==> src/rtl/mem_lsu.sv <==
// Load/store unit between the MEM stage and a word-only, 1-cycle-read data memory.
// Byte/half stores become read-modify-write sequences; loads are aligned and extended here.
module mem_lsu #(
  parameter int DEPTH_WORDS = 64
) (
  input  logic        clk,
  input  logic        reset_n,
  input  logic        req_valid,
  input  logic        req_we,
  input  logic [2:0]  req_funct3,
  input  logic [31:0] req_addr,
  input  logic [31:0] req_wdata,
  output logic        stall,
  output logic        load_valid,
  output logic [31:0] load_data,
  output logic        access_err,
  output logic        dmem_we,
  output logic [31:0] dmem_a,
  output logic [31:0] dmem_wd,
  input  logic [31:0] dmem_rd
);

  localparam logic [1:0] IDLE      = 2'd0;
  localparam logic [1:0] LOAD_WAIT = 2'd1;
  localparam logic [1:0] RMW_WAIT  = 2'd2;

  logic [1:0]  state_q, state_d;
  logic [29:0] wordIdx_q, wordIdx_d;
  logic [1:0]  off_q, off_d;
  logic [2:0]  funct3_q, funct3_d;
  logic [15:0] wdata_q, wdata_d;

  logic        funct3Legal;
  logic        misaligned;
  logic        outOfRange;
  logic        reqErr;
  logic        isWordStore;
  logic [7:0]  byteSel;
  logic [15:0] halfSel;
  logic [31:0] loadExt;
  logic [31:0] merged;

  always_comb begin
    funct3Legal = 1'b0;
    case (req_funct3)
      3'b000, 3'b001, 3'b010: funct3Legal = 1'b1;
      3'b100, 3'b101:         funct3Legal = !req_we;
      default:                funct3Legal = 1'b0;
    endcase
    misaligned  = ((req_funct3[1:0] == 2'b01) && req_addr[0]) ||
                  ((req_funct3[1:0] == 2'b10) && (req_addr[1:0] != 2'b00));
    outOfRange  = {2'b00, req_addr[31:2]} >= 32'(DEPTH_WORDS);
    reqErr      = !funct3Legal || misaligned || outOfRange;
    isWordStore = req_we && (req_funct3 == 3'b010);
  end

  // Lane extraction for loads and lane replacement for the RMW write both use the latched offset.
  always_comb begin
    byteSel = dmem_rd[{off_q, 3'b000} +: 8];
    halfSel = dmem_rd[{off_q[1], 4'b0000} +: 16];
    case (funct3_q)
      3'b000:  loadExt = {{24{byteSel[7]}}, byteSel};
      3'b001:  loadExt = {{16{halfSel[15]}}, halfSel};
      3'b100:  loadExt = {24'h000000, byteSel};
      3'b101:  loadExt = {16'h0000, halfSel};
      default: loadExt = dmem_rd;
    endcase
    merged = dmem_rd;
    if (funct3_q[1:0] == 2'b00) begin
      merged[{off_q, 3'b000} +: 8] = wdata_q[7:0];
    end else begin
      merged[{off_q[1], 4'b0000} +: 16] = wdata_q;
    end
  end

  always_comb begin
    state_d    = state_q;
    wordIdx_d  = wordIdx_q;
    off_d      = off_q;
    funct3_d   = funct3_q;
    wdata_d    = wdata_q;
    stall      = 1'b0;
    load_valid = 1'b0;
    load_data  = 32'h0;
    access_err = 1'b0;
    dmem_we    = 1'b0;
    dmem_a     = {wordIdx_q, 2'b00};
    dmem_wd    = req_wdata;
    case (state_q)
      IDLE: begin
        if (req_valid) begin
          if (reqErr) begin
            access_err = 1'b1;
          end else begin
            dmem_a    = {req_addr[31:2], 2'b00};
            wordIdx_d = req_addr[31:2];
            if (isWordStore) begin
              dmem_we = 1'b1;
            end else begin
              stall    = 1'b1;
              off_d    = req_addr[1:0];
              funct3_d = req_funct3;
              wdata_d  = req_wdata[15:0];
              state_d  = req_we ? RMW_WAIT : LOAD_WAIT;
            end
          end
        end
      end
      LOAD_WAIT: begin
        load_valid = 1'b1;
        load_data  = loadExt;
        state_d    = IDLE;
      end
      RMW_WAIT: begin
        dmem_we = 1'b1;
        dmem_wd = merged;
        state_d = IDLE;
      end
      default: state_d = IDLE;
    endcase
  end

  always_ff @(posedge clk or negedge reset_n) begin
    if (!reset_n) begin
      state_q   <= IDLE;
      wordIdx_q <= 30'h0;
      off_q     <= 2'b00;
      funct3_q  <= 3'b000;
      wdata_q   <= 16'h0;
    end else begin
      state_q   <= state_d;
      wordIdx_q <= wordIdx_d;
      off_q     <= off_d;
      funct3_q  <= funct3_d;
      wdata_q   <= wdata_d;
    end
  end

endmodule

==> config.mk <==
export PLATFORM = sky130hd
export DESIGN_NAME = mem_lsu
export DESIGN_NICKNAME = d
export VERILOG_FILES = /design/src/rtl/mem_lsu.sv
export SDC_FILE = /design/constraint.sdc
export NUM_CORES = 1
export LEC_CHECK = 0
export CAP_MARGIN = 15
export CORE_MARGIN = 2
export CORE_UTILIZATION = 30
export CTS_BUF_LIST = sky130_fd_sc_hd__clkbuf_8 sky130_fd_sc_hd__clkbuf_16
export DETAILED_ROUTE_END_ITERATION = 16
export GPL_ROUTABILITY_DRIVEN = 0
export GPL_TIMING_DRIVEN = 0
export HOLD_SLACK_MARGIN = 0.06
export PLACE_DENSITY = 0.66
export SYNTH_ARGS = -nofsm -noshare
export SYNTH_HDL_FRONTEND = slang
export SYNTH_SLANG_ARGS = --single-unit
export TNS_END_PERCENT = 1
==> constraint.sdc <==
create_clock -name clk -period 4.05 [get_ports clk]
set_input_delay 0.6075 -clock clk [delete_from_list [all_inputs] [get_ports clk]]
set_output_delay 0.6075 -clock clk [all_outputs]
set_load 0.02 [all_outputs]
==> results_dict.tcl <==
set metrics [dict create \
    post-cts-setup-buffer-count 0 \
    synth.distinct_cells 45 \
    yosysMostFrequentCell "dfrtp_1" \
    yosysTopAreaCellShare 0.3529 \
    synthArstFlopShare 1.000 \
    min_period_over_period 0.9676 \
    num_antenna_cells 0 \
    startpoint "dmem_rd[31]" \
    grt_use_total 0.2231 \
    switchingPower_mw 0.2898 \
    power-per-cell-area_mw_per_mm2 201.8 \
    max_freq_mhz 255.2 \
    hold_viol 0 \
    holdWs_ns 0.2721 \
    fin_crit_ns 3.919 \
    die_w_um 115.9 \
    cell_internal_pwr_mw 0.9522 \
    rows 40 \
    critPathMaxFanout 10 \
    overflow 0 \
    swShare 0.2333 \
    htreeDepth 2 \
    cts_buffers 5 \
    ys.warnings.count 0 \
    grt_pass1_vias 4084 \
    ir_drop_mv 0.1909 \
    pwr-share-comb 0.191 \
    status "complete, no violations" \
    worst_slack_ns 0.1314 \
    place_ws_ns 0.1686 \
    ys_ff_latch 53 \
    seq_power_share 0.426 \
    drive_gt1_frac 0.09887 \
    maxCapViolCount 0 \
    grt_pass1_wl_mm 23.09 \
    antenna_found_initial 0 \
    route.vias.total 4135 \
    r2r-start "state_q[0]" \
    ys_top_cells_by_count "dfrtp_1 (53), nand2_1 (52), and2_1 (49)" \
    hpwlAfterDp_mm 11.90 \
    nets 725 \
    cp_data_required_time_ns 3.44 \
    tightest_slew_ns 0.7720 \
    start_kind "primary input" \
    vias_per_cell 5.268 \
    grt_max_degree 34 \
    first_pass_iters 9 \
    p_clk_frac 0.383 \
    rsz0062_at_grt "false" \
    design_area_mm2 0.006155 \
    clkLatencyLatePin_ns 0.29 \
    total_power_mw 1.242 \
    ys_seq_area_frac 0.3529 \
    synthCells 408 \
    die_area_mm2 0.01344 \
    drtIter0Drc 440 \
    place_area_mm2 0.005989 \
    hold_buffers 0 \
    p_leak_nw 2.802 \
    syn_avg_cell_area_um2 9.212 \
    clock_path_buffers 2 \
    setup_tns_ns 0 \
    core_area_mm2 0.01211 \
    relSlewSlack 0.4842 \
    totalWireLength_mm 15.14 \
    synth.area.top_cells "dfrtp_1 (35%), mux2_4 (11%), and2_1 (8.2%)" \
    maxSlewViolCount 0 \
    arrival_ns 3.31 \
    dp.cells 778 \
    port_buffers 200 \
    clkSinkCount 53 \
    synth_ff_type "dfrtp_1" \
    setup_viol 0 \
    io_pins 203 \
    stdcell_count 785 \
    drtAntennaViolNets 0 \
    final_util 0.5082 \
    synth-edff-count 0 \
    cp-end-kind "output port" \
    wire_per_inst_um 19.29 \
    die_h_um 115.9 \
    syn_area_mm2 0.003759 \
    skew_ns 0.005746 \
    yosys.area.top_type "dfrtp_1" \
    area_growth_pct 63.75 \
    cts_tree "done" \
    drcViolationCount 0 \
    clockRootBuffer "clkbuf_16" \
    start_util 0.3103 \
    hold_class "in -> async" \
    crit_type "in -> out" \
    path_clk_slew_ns 0.07 \
]
path summary, 6_finish.rpt:
| check | to | slack (ns) | cells past startpoint |
|---|---|---|---|
| worst max-delay path | load_data[29] | 0.13 | 7 |
| worst min-delay path | wordIdx_q[20] | 0.27 | 1 |
| worst max register to register | wordIdx_q[2] | 2.18 | 4 |
| worst min register to register | wordIdx_q[27] | 0.48 | 1 |
| max in group asynchronous | state_q[0] | 3.22 | 2 |
| min in group clk | wordIdx_q[27] | 0.48 | 1 |
state kept, by name, indices dropped and copies added, names as in the netlist:
signal	cells
funct3_q	3
off_q	2
state_q	2
wdata_q	16
wordIdx_q	30
final cells by class:
class	count	area [µm²]
buffer	29	141.4
clock buffer	5	125.1
clock inverter	2	35.03
fill	1150	5957
inverter	14	52.55
multi-input combinational	313	2245
sequential	53	1326
tap	168	210.2
timing repair buffer	201	2019
logic make-up (layout without fill, tap and decap cells):
family,after synthesis,count (layout),synth area share
AO/OA/AOI/OAI,122,122,0.2267
adder cells (fa/ha/maj),5,5,0.01664
buffers and inverters,43,251,0.05160
flip-flops,53,53,0.3529
multiplexers,32,32,0.1268
other,1,2,0.0009977
AND/OR/NAND/NOR,152,152,0.2244
power by group through the flow:
stage          combinational (mW)  clock, mW  sequential, mW
2_1_floorplan              0.0621          0           0.539
4_1_cts                     0.238      0.485           0.529
3_5_place_dp                0.236          0           0.539
5_1_grt                     0.253      0.504           0.529
3_3_place_gp                0.232          0           0.539
6_report                    0.237      0.476           0.529
layout by cell type, fill, tap and decap left out, types with 2 or more instances in the layout:
master / instances
nand2b_1: 2
dfrtp_1: 53
mux2_4: 28
mux2_2: 3
nor4_1: 3
nand3_1: 3
nand3b_1: 2
buf_4: 2
nand2_1: 52
o21ai_0: 43
ha_1: 5
buf_2: 3
nor3_1: 7
a221oi_1: 8
o22ai_1: 7
clkdlybuf4s50_1: 198
buf_6: 3
inv_1: 14
and2_1: 49
a21oi_1: 8
nor2_1: 17
a22oi_1: 16
a222oi_1: 16
a21o_1: 16
clkbuf_16: 5
nor4_2: 3
o21ai_1: 3
clkbuf_1: 22
nor3b_1: 2
conb_1: 2
routing by layer:
metal	GRT usage	up-vias	wire length, µm
li1	-	1905	-
met3	0.07008	24	1750
met5	0	-	0
met4	0.05159	0	342
met1	0.2848	1975	6035
met2	0.3708	231	7014
worst max-delay path: stages:
cell and delay (ns):
clkdlybuf4s50_1 0.60, mux4_2 0.29, nand2_1 0.11, a2111oi_4 0.61, buf_2 0.36, a21o_1 0.13, clkdlybuf4s50_1 0.60
what timing repair did:
| action | in CTS | in global routing |
|---|---|---|
| setup endpoints to repair | 0 | 4 |
| gates resized for setup | 0 | 2 |
| hold endpoints to repair | 0 | 0 |
Note: power is estimated with default switching activity, not from simulation.
